--- src/rtl/cpu_pkg.sv ---
// Shared CPU definitions: fetch FSM states, fetch reset defaults and the F/D entry type.
package cpu_pkg;

    typedef enum logic [1:0] {
        IDLE  = 2'd0,
        FETCH = 2'd1,
        HOLD  = 2'd2
    } fetch_state_e;

    localparam logic [31:0] RESET_PC_DEF = 32'h0000_3000;
    localparam logic [31:0] NOP_WORD_DEF = 32'h0000_0000;

    typedef struct packed {
        logic [31:0] word;
        logic [31:0] pc4;
    } fd_entry_t;

    function automatic logic [31:0] pc_inc(input logic [31:0] pc);
        return pc + 32'd4;
    endfunction

endpackage

--- src/rtl/fetch_ctrl_if.sv ---
// Instruction-memory read port between the fetch controller (master) and memory (slave).
interface fetch_ctrl_if;
    logic        imem_req;
    logic [31:0] imem_addr;
    logic        imem_ack;
    logic [31:0] imem_rdata;

    modport master (output imem_req, output imem_addr, input imem_ack, input imem_rdata);
    modport slave  (input imem_req, input imem_addr, output imem_ack, output imem_rdata);
endinterface

--- src/rtl/fetch_ctrl_skid.sv ---
// One-entry skid buffer holding a fetched word and its PC+4 while decode is stalled.
module fetch_skid
    import cpu_pkg::*;
(
    input  logic      clk_i,
    input  logic      rst_i,
    input  logic      load_i,
    input  logic      pop_i,
    input  fd_entry_t din_i,
    output fd_entry_t dout_o,
    output logic      valid_o
);
    fd_entry_t data_q, data_d;
    logic      valid_q, valid_d;

    always_comb begin
        data_d  = data_q;
        valid_d = valid_q;
        if (load_i) begin
            data_d  = din_i;
            valid_d = 1'b1;
        end else if (pop_i) begin
            valid_d = 1'b0;
        end
    end

    always_ff @(posedge clk_i) begin
        if (rst_i) begin
            data_q  <= '0;
            valid_q <= 1'b0;
        end else begin
            data_q  <= data_d;
            valid_q <= valid_d;
        end
    end

    assign dout_o  = data_q;
    assign valid_o = valid_q;
endmodule

--- src/rtl/fetch_ctrl.sv ---
// Instruction fetch controller with F/D register, stall skid and redirect handling.
// Define BRANCH_DELAY_SLOT_EN to deliver delay-slot words; otherwise they are squashed.
module fetch_ctrl
    import cpu_pkg::*;
#(
    parameter logic [31:0] RESET_PC = RESET_PC_DEF,
    parameter logic [31:0] NOP_WORD = NOP_WORD_DEF
) (
    input  logic        clk,
    input  logic        reset,
    input  logic        stall,
    input  logic        redirect,
    input  logic [31:0] redirect_pc,
    fetch_ctrl_if.master imem,
    output logic [31:0] pc_f,
    output logic [31:0] ir_d,
    output logic [31:0] pc4_d,
    output logic        valid_d
);
    fetch_state_e state_q, state_d;
    logic [31:0]  pc_q, pc_d, tgt_q, tgt_d, ir_q, ir_n, pc4_q, pc4_n;
    logic         pend_q, pend_d, vld_q, vld_n;
    logic         ack_f, acc, slot, deliver, skid_load, skid_pop, skid_vld;
    fd_entry_t    skid_out;

    assign ack_f = (state_q == FETCH) && imem.imem_ack;
    assign acc   = redirect && vld_q && !stall;
    // Word acked alongside an accepted or outstanding redirect is the delay slot.
    assign slot  = acc || pend_q;
`ifdef BRANCH_DELAY_SLOT_EN
    assign deliver = ack_f;
`else
    assign deliver = ack_f && !slot;
`endif
    assign skid_load = deliver && stall;
    assign skid_pop  = (state_q == HOLD) && !stall && skid_vld;

    fetch_skid u_skid (
        .clk_i   (clk),
        .rst_i   (reset),
        .load_i  (skid_load),
        .pop_i   (skid_pop),
        .din_i   ('{word: imem.imem_rdata, pc4: pc_inc(pc_q)}),
        .dout_o  (skid_out),
        .valid_o (skid_vld)
    );

    always_ff @(posedge clk) begin
        if (reset) state_q <= IDLE;
        else       state_q <= state_d;
    end

    always_comb begin
        state_d = state_q;
        case (state_q)
            IDLE:    state_d = FETCH;
            FETCH:   if (skid_load) state_d = HOLD;
            HOLD:    if (!stall) state_d = FETCH;
            default: state_d = IDLE;
        endcase
    end

    always_comb begin
        imem.imem_req = (state_q == FETCH);
    end

    always_comb begin
        pc_d   = pc_q;
        pend_d = pend_q;
        tgt_d  = tgt_q;
        ir_n   = ir_q;
        pc4_n  = pc4_q;
        vld_n  = vld_q;
        if (ack_f) begin
            pc_d   = acc ? redirect_pc : (pend_q ? tgt_q : pc_inc(pc_q));
            pend_d = 1'b0;
        end else if (acc) begin
            pend_d = 1'b1;
            tgt_d  = redirect_pc;
        end
        if (!stall) begin
            if (deliver) begin
                ir_n  = imem.imem_rdata;
                pc4_n = pc_inc(pc_q);
                vld_n = 1'b1;
            end else if (skid_pop) begin
                ir_n  = skid_out.word;
                pc4_n = skid_out.pc4;
                vld_n = 1'b1;
            end else begin
                ir_n  = NOP_WORD;
                vld_n = 1'b0;
            end
        end
    end

    always_ff @(posedge clk) begin
        if (reset) begin
            pc_q   <= RESET_PC;
            pend_q <= 1'b0;
            tgt_q  <= '0;
            ir_q   <= NOP_WORD;
            pc4_q  <= '0;
            vld_q  <= 1'b0;
        end else begin
            pc_q   <= pc_d;
            pend_q <= pend_d;
            tgt_q  <= tgt_d;
            ir_q   <= ir_n;
            pc4_q  <= pc4_n;
            vld_q  <= vld_n;
        end
    end

    assign imem.imem_addr = pc_q;
    assign pc_f           = pc_q;
    assign ir_d           = ir_q;
    assign pc4_d          = pc4_q;
    assign valid_d        = vld_q;
endmodule

--- src/flat_wrapper.sv ---
// flat-port wrapper written by rule: the top's interface ports become plain ports
module fetch_ctrl_flat import cpu_pkg::*;
#(
    parameter logic [31:0] RESET_PC = RESET_PC_DEF,
    parameter logic [31:0] NOP_WORD = NOP_WORD_DEF
)
  (clk, reset, stall, redirect, redirect_pc, pc_f, ir_d, pc4_d, valid_d, imem_imem_req, imem_imem_addr, imem_imem_ack, imem_imem_rdata);
  fetch_ctrl_if imem_i ();
  input  logic clk;
  input  logic reset;
  input  logic stall;
  input  logic redirect;
  input  logic [31:0] redirect_pc;
  output logic [31:0] pc_f;
  output logic [31:0] ir_d;
  output logic [31:0] pc4_d;
  output logic valid_d;
  output wire logic [$bits(imem_i.imem_req)-1:0] imem_imem_req;
  output wire logic [$bits(imem_i.imem_addr)-1:0] imem_imem_addr;
  input wire logic [$bits(imem_i.imem_ack)-1:0] imem_imem_ack;
  input wire logic [$bits(imem_i.imem_rdata)-1:0] imem_imem_rdata;
  assign imem_imem_req = imem_i.imem_req;
  assign imem_imem_addr = imem_i.imem_addr;
  assign imem_i.imem_ack = imem_imem_ack;
  assign imem_i.imem_rdata = imem_imem_rdata;
  fetch_ctrl #(.RESET_PC(RESET_PC), .NOP_WORD(NOP_WORD)) u_core (.clk(clk), .reset(reset), .stall(stall), .redirect(redirect), .redirect_pc(redirect_pc), .imem(imem_i), .pc_f(pc_f), .ir_d(ir_d), .pc4_d(pc4_d), .valid_d(valid_d));
endmodule
--- config.mk ---
export PLATFORM = sky130hd
export DESIGN_NAME = fetch_ctrl_flat
export DESIGN_NICKNAME = d
export VERILOG_FILES = /design/src/rtl/cpu_pkg.sv /design/src/rtl/fetch_ctrl_if.sv /design/src/rtl/fetch_ctrl_skid.sv /design/src/rtl/fetch_ctrl.sv /design/src/flat_wrapper.sv
export SDC_FILE = /design/constraint.sdc
export NUM_CORES = 1
export LEC_CHECK = 0
export ABC_AREA = 0
export BUFFER_PORTS_ARGS = -buffer_cell sky130_fd_sc_hd__buf_4
export CAP_MARGIN = 20
export CORE_UTILIZATION = 49
export DETAILED_ROUTE_END_ITERATION = 8
export PLACE_DENSITY = 0.74
export SLEW_MARGIN = 5
export SYNTH_ARGS = -nofsm -noshare
export SYNTH_HDL_FRONTEND = slang
export SYNTH_SLANG_ARGS = --single-unit
--- constraint.sdc ---
create_clock -name clk -period 2.25 [get_ports clk]
set_clock_uncertainty 0.2 [all_clocks]
set_input_delay 0.45 -clock clk [delete_from_list [all_inputs] [get_ports clk]]
set_output_delay 0.45 -clock clk [all_outputs]
set_load 0.1 [all_outputs]
==> flow_summary_export.csv, run 1 <==
group,metric,value,unit
placed_design,hpwlAfterDp,18660,um
logic_synthesis,async_flop_share,0,
worst_setup_path,cp_data_required_time,2390,ps
floorplan,ioPinCount,199,
sta,finalSetupViolCount,0,
final_layout,final_area,11380,sq um
logic_synthesis,synth_cells,1108,
logic_synthesis,synth-seq-area-share,0.4438,
logic_synthesis,yosysWarnings,0,
sta,period_needed,2166,ps
pwr,p_per_area,714.2,nW/um^2
sta,slew_violations,0,
min_path,hold_path.startpoint,"redirect_pc[3]",
worst_setup_path,startpoint_type,"flop",
logic_synthesis,synth_cell_type_count,60,
final_layout,antennaDiodeCount,0,
logic_synthesis,avgSynthCellArea,8.021,sq um
routing,drt_iter0_drc,890,
sta,tightest_slew,700.4,ps
global_routing,grt_max_degree,66,
floorplan,coreArea,17480,sq um
logic_synthesis,ys_ff_latch,197,
run_status,status,"finished, final reports clean",
worst_setup_path,crit_type,"flop to flop",
global_routing,grt_first_pass_wirelength,42890,um
worst_setup_path,arrival,2300,ps
logic_synthesis,synth.most_common_cell,"dfxtp_1",
worst_setup_path,end_kind,"flop",
logic_synthesis,synth_area,8887,sq um
worst_setup_path,r2r.worst_path.cells,5,
floorplan,die_w,136.7,um
pwr,power_switching,2.570,mW
routing,wl,27330,um
logic_synthesis,yosys-top-cells-count,"dfxtp_1, nand2_1, a21oi_1",
routing,antenna_left,0,
global_routing,grt_overflow,0,
clocking,cts-root-buf,"clkbuf_16",
placed_design,portBuffers,198,
global_routing,grt.total_usage,0.2946,
placed_design,place_area,10670,sq um
flow_run,cap_violations,0,
routing,vias,9008,
logic_synthesis,synth_top_area_cell,"dfxtp_1",
logic_synthesis,ys.flop_type,"dfxtp_1",
min_path,whs_endpoint,"u_core.tgt_q[3]$_SDFFE_PP0P_",
sta,fin_crit_sh,0.9628,
clocking,path_clk_slew,80,ps
pwr,swShare,0.3161,
worst_setup_path,reg2reg_from,"u_core.imem.imem_addr[4]$_SDFFE_PP0P_",
global_routing,grt_pass1_vias,8310,
clocking,cts_htree_levels,4,
sta,timing.hold.ws,52.29,ps
routing,drc,0,
floorplan,die_height,136.7,um
pwr,power_frac_clock,0.401,
placed_design,place_congestion,0.9053,
routing,wl_per_cell,18.26,um
clocking,cts_sinks,197,
clocking,clkLatencyLatePin,440,ps
routing,first_pass_iters,6,
sta,clock.fmax,461.6,MHz
logic_synthesis,netlist.area_leader.share,0.4438,
sta,slew_headroom,0.5331,
min_path,hold_path_depth,3,
logic_synthesis,syn_nets,1178,
floorplan,start_util,0.5085,
worst_setup_path,path_max_fanout,11,
global_routing,antenna_found_initial,0,
clocking,cts_inserted_buffers,17,
clocking,cts.path.max_buffers,2,
sta,rsz0062_at_grt,"yes",
final_layout,drive_above_1_share,0.2736,
routing,post_drt_via_cell_ratio,6.017,
pwr,seq_power_share,0.451,
logic_synthesis,synth-edff-count,0,
pwr,combPwrFrac,0.148,
worst_setup_path,r2r-end,"u_core.pc4_d[25]$_SDFFE_PP0P_",
logic_synthesis,synthTopCellsByArea,"dfxtp_1, nand2_1, a21oi_1",
min_path,hp-class,"input pin to flop",
floorplan,num_rows,48,
final_layout,area_delta_synth_final,28.09,%
clocking,tritoncts,"built",
pwr,internal_power,5.560,mW
sta,hold_viol,0,
worst_setup_path,reg2reg_slack,80,ps
final_layout,nets,1329,
pwr,p_leak,4.288,nW
floorplan,die-area,18680,sq um
pwr,vdd_drop_max,0.5885,mV
placed cells by master (no fill, tap or decap), types with 6 or more instances in the layout:
cell / Yosys / final
inv_1: 11 / 11
clkbuf_16: 0 / 17
nor3_1: 20 / 17
and3_1: 8 / 8
o31a_1: 11 / 11
dfxtp_4: 0 / 21
xnor2_1: 15 / 14
a222oi_1: 32 / 32
nor4_1: 9 / 7
nand3_1: 35 / 34
dfxtp_1: 197 / 167
a31oi_1: 7 / 7
o21bai_1: 6 / 6
dfxtp_2: 0 / 9
a211oi_1: 11 / 11
or3_1: 7 / 7
nand2_1: 196 / 196
a21oi_1: 139 / 139
nor2_1: 99 / 95
o211ai_1: 16 / 16
xor2_1: 8 / 8
o21ai_0: 58 / 58
nand4_1: 20 / 20
buf_4: 34 / 247
mux2i_1: 6 / 6
buf_12: 0 / 8
timing repair:
item,CTS,global route
hold buffers,0,0
resized for setup,0,12
setup buffers,0,2
setup endpoints to repair,0,22
kinds of logic after synthesis:
logic type	Yosys count	synth area share
AOI/OAI and AO/OA	319	0.2292
adders and majority gates	1	0.001408
muxes	6	0.006758
DFF	197	0.4438
and+or+nand+nor	428	0.2229
buffers and inverters	134	0.07335
xor gates and xnor gates	23	0.02267
worst max-delay path, stage by stage, from the launching register on:
cell,delay (ps)
dfxtp_4,430
nand3_1,230
nor2_2,320
nand4_1,260
xnor2_1,240
a2111oi_0,380
sequential cells by signal, indices dropped and copies added (netlist names), 2 cells and up:
signal / count
u_core.imem.imem_addr: 32
u_core.ir_d: 32
u_core.pc4_d: 32
u_core.state_q: 2
u_core.tgt_q: 32
u_core.u_skid.dout_o: 64
power groups by stage:
stage | clock network (mW) | registers, mW | logic (mW)
6_report | 3.26 | 3.66 | 1.21
5_1_grt | 3.45 | 3.68 | 1.27
4_1_cts | 3.30 | 3.66 | 1.20
3_5_place_dp | 0 | 3.74 | 1.20
3_3_place_gp | 0 | 3.74 | 1.19
2_1_floorplan | 0 | 4.06 | 0.511
how the worst max path moves through the flow:
stage               slack [ps]  depth (start not counted)                                  start                                endpoint
CTS                         20                          5  u_core.imem.imem_addr[4]$_SDFFE_PP0P_           u_core.pc4_d[25]$_SDFFE_PP0P_
floorplan                  -20                          6  u_core.imem.imem_addr[2]$_SDFFE_PP0P_  u_core.imem.imem_addr[26]$_SDFFE_PP0P_
detailed placement          20                          6                          imem_imem_ack           u_core.pc4_d[25]$_SDFFE_PP0P_
global placement            40                          6                          imem_imem_ack           u_core.pc4_d[26]$_SDFFE_PP0P_
finish                      80                          5  u_core.imem.imem_addr[4]$_SDFFE_PP0P_           u_core.pc4_d[25]$_SDFFE_PP0P_
global route               -20                          6  u_core.imem.imem_addr[3]$_SDFFE_PP0P_           u_core.pc4_d[10]$_SDFFE_PP0P_
final cells by class:
cell class                 count  area [sq um]
multi-input combinational    777          4377
sequential                   197          4034
clock inverter                15         210.2
tap                          225         281.5
fill                        1482          6093
timing repair buffer         255          2014
inverter                      11         41.29
clock buffer                  17         425.4
per-layer routing:
metal,vias up,track usage,part of all wire
met5,-,0,0
met4,0,0.1210,0.030
met3,61,0.05000,0.075
met2,405,0.4834,0.48
met1,4295,0.3824,0.42
li1,4247,-,-
per-stage QoR:
| stage | util | power [mW] | setup TNS (ps) | std cells | setup slack (ps) |
|---|---|---|---|---|---|
| after floorplan | - | 4.569 | -25.13 | 1108 | -24.90 |
| after global placement | 0.6106 | 4.925 | 0 | 1463 | 37.71 |
| after detailed placement | 0.6106 | 4.937 | 0 | 1463 | 16.44 |
| after CTS | 0.6470 | 8.154 | 0 | 1495 | 17.54 |
| after global routing | 0.6513 | 8.393 | -25.74 | 1497 | -18.31 |
| final | 0.6513 | 8.129 | 0 | 1497 | 83.70 |
Power figures use the tool's default switching activity.
==> run 2, diff against run 1 <==
--- a/config.mk
+++ b/config.mk
@@ -11,6 +11,7 @@
 export CORE_UTILIZATION = 49
 export DETAILED_ROUTE_END_ITERATION = 8
 export PLACE_DENSITY = 0.74
+export RECOVER_POWER = 25
 export SLEW_MARGIN = 5
 export SYNTH_ARGS = -nofsm -noshare
 export SYNTH_HDL_FRONTEND = slang
==> run 2 against run 1 <==
Compared with the run above: wire length fell by 0.45%; fmax fell by 0.38%; register-to-register slack barely moved; design area fell by 1.7%; highest routed layer unchanged; via count fell by 0.91%; critical path depth did not move; first-iteration DRC count rose by 14%.
==> flow_summary_export.csv, run 2 (synthesized netlist as in run 1, its figures left out) <==
group,metric,value,unit
sta,period_needed,2175,ps
clocking,clkLatencyLatePin,440,ps
global_routing,grt_max_degree,66,
clocking,cts-hold-fix-buffers,0,
sta,slew_violations,0,
run_status,status,"finished, final reports clean",
pwr,vdd_drop_max,0.5862,mV
flow_run,cap_violations,0,
placed_design,place_congestion,0.9053,
clocking,tritoncts,"built",
final_layout,fin_cells,1497,
sta,fin_crit_sh,0.9665,
worst_setup_path,arrival,2310,ps
routing,wl_per_cell,18.17,um
sta,clock.fmax,459.9,MHz
clocking,cts_inserted_buffers,17,
final_layout,fillers,1530,
floorplan,num_rows,48,
pwr,p_leak,4.225,nW
placed_design,dp.cells,1463,
global_routing,met3_usage,0.05000,
worst_setup_path,reg2reg_from,"u_core.imem.imem_addr[4]$_SDFFE_PP0P_",
global_routing,grt_pass1_vias,8310,
final_layout,drive_above_1_share,0.2712,
sta,rsz0062_at_grt,"yes",
global_routing,grt_overflow,0,
global_routing,met2_usage,0.4834,
worst_setup_path,cp_data_required_time,2380,ps
placed_design,portBuffers,198,
floorplan,start_util,0.5085,
final_layout,final_common_cell,"nand2_1",
worst_setup_path,crit_slowest_cell,"dfxtp_4",
floorplan,ioPinCount,199,
clocking,cts_htree_levels,4,
sta,finalSetupViolCount,0,
global_routing,grt.total_usage,0.2946,
final_layout,nets,1329,
clocking,cts-root-buf,"clkbuf_16",
sta,hold_viol,0,
global_routing,grt_first_pass_wirelength,42890,um
floorplan,die_height,136.7,um
min_path,hold_path.startpoint,"redirect_pc[3]",
global_routing,grt_busiest_layer,"met2",
clocking,path_clk_slew,80,ps
floorplan,coreArea,17480,sq um
final_layout,area_delta_synth_final,25.89,%
placed_design,hpwlAfterDp,18660,um
pwr,p_per_area,724.5,nW/um^2
routing,drc,0,
clocking,cts_sinks,197,
clocking,cts.path.max_buffers,2,
min_path,hp-class,"input pin to flop",
final_layout,largest_register_ffs,64,
global_routing,antenna_found_initial,0,
final_layout,final_cell_mix,"nand2_1, buf_4, dfxtp_1",
floorplan,die-area,18680,sq um
routing,drt_iter0_drc,1014,
worst_setup_path,end_kind,"flop",
worst_setup_path,path_max_fanout,11,
routing,first_pass_iters,6,
final_layout,antennaDiodeCount,0,
worst_setup_path,startpoint_type,"flop",
worst_setup_path,crit_type,"flop to flop",
routing,vias,8926,
global_routing,met1_usage,0.3824,
worst_setup_path,reg2reg_slack,80,ps
sta,slew_headroom,0.5297,
pwr,finalPower,8.106,mW
floorplan,die_w,136.7,um
worst_setup_path,max_stage_delay,430,ps
routing,antenna_left,0,
sta,tightest_slew,705.5,ps
routing,wl,27210,um
worst_setup_path,worstPathCellList,"nand3_1 -> nor2_2 -> nand4_1 -> xnor2_1 -> a2111oi_0",
worst_setup_path,worstSetupStartpoint,"u_core.imem.imem_addr[4]$_SDFFE_PP0P_",
routing,post_drt_via_cell_ratio,5.963,
run 2: cell count changes in the layout (fill, tap and decap cells not counted), sizes merged:
cell,delta
buf,-71
clkbuf,+71
run 2: metrics by stage:
stage / TNS [ps] / util / setup slack [ps] / instance area, sq um / hold slack (ps)
floorplan: -25.13 / - / -24.90 / 8994 / 232.1
global placement: 0 / 0.6106 / 37.71 / 10670 / 238.3
detailed placement: 0 / 0.6106 / 16.44 / 10670 / 243.2
CTS: 0 / 0.6470 / 17.54 / 11310 / 42.95
global route: -36.92 / 0.6402 / -18.31 / 11190 / 41.58
finish: 0 / 0.6402 / 75.42 / 11190 / 52.73
run 2: power by group:
part	internal (mW)	leakage [nW]	switching, mW
registers	3.57	1.62	0.0923
logic	0.316	2.30	0.867
clock network	1.65	0.310	1.61
total	5.54	4.23	2.57
run 2: worst max-delay path, delay by kind of cell (launching register included):
kind | cells | cell delay [ps]
AOI/OAI and AO/OA | 1 | 380
xor gates and xnor gates | 1 | 240
DFF | 1 | 430
and+or+nand+nor | 3 | 820
run 2: final cells by class:
type / count / area, sq um / area share
Clock buffer: 17 / 425.4 / 0.03802
Sequential cell: 197 / 4033 / 0.3604
Timing Repair Buffer: 255 / 1826 / 0.1632
Tap cell: 225 / 281.5 / 0.02516
Multi-Input combinational cell: 777 / 4372 / 0.3907
Inverter: 11 / 41.29 / 0.003690
Clock inverter: 15 / 210.2 / 0.01879
run 2: timing repair:
action                     in CTS  in global routing
setup endpoints to repair       0                 22
gates resized for setup         0                 12
buffers inserted                0                  2
run 2: worst paths after layout:
path	end	depth (start not counted)
worst min-delay path	u_core.tgt_q[3]$_SDFFE_PP0P_	3
worst max register to register	u_core.pc4_d[25]$_SDFFE_PP0P_	5
worst max-delay path	u_core.pc4_d[25]$_SDFFE_PP0P_	5
worst min register to register	u_core.tgt_q[7]$_SDFFE_PP0P_	2
run 2: per-layer routing:
metal,wire length [um],share of wire,vias up
met4,837,0.031,0
met1,11400,0.42,4233
li1,-,-,4242
met5,0,0,-
met3,1974,0.073,61
met2,13000,0.48,390
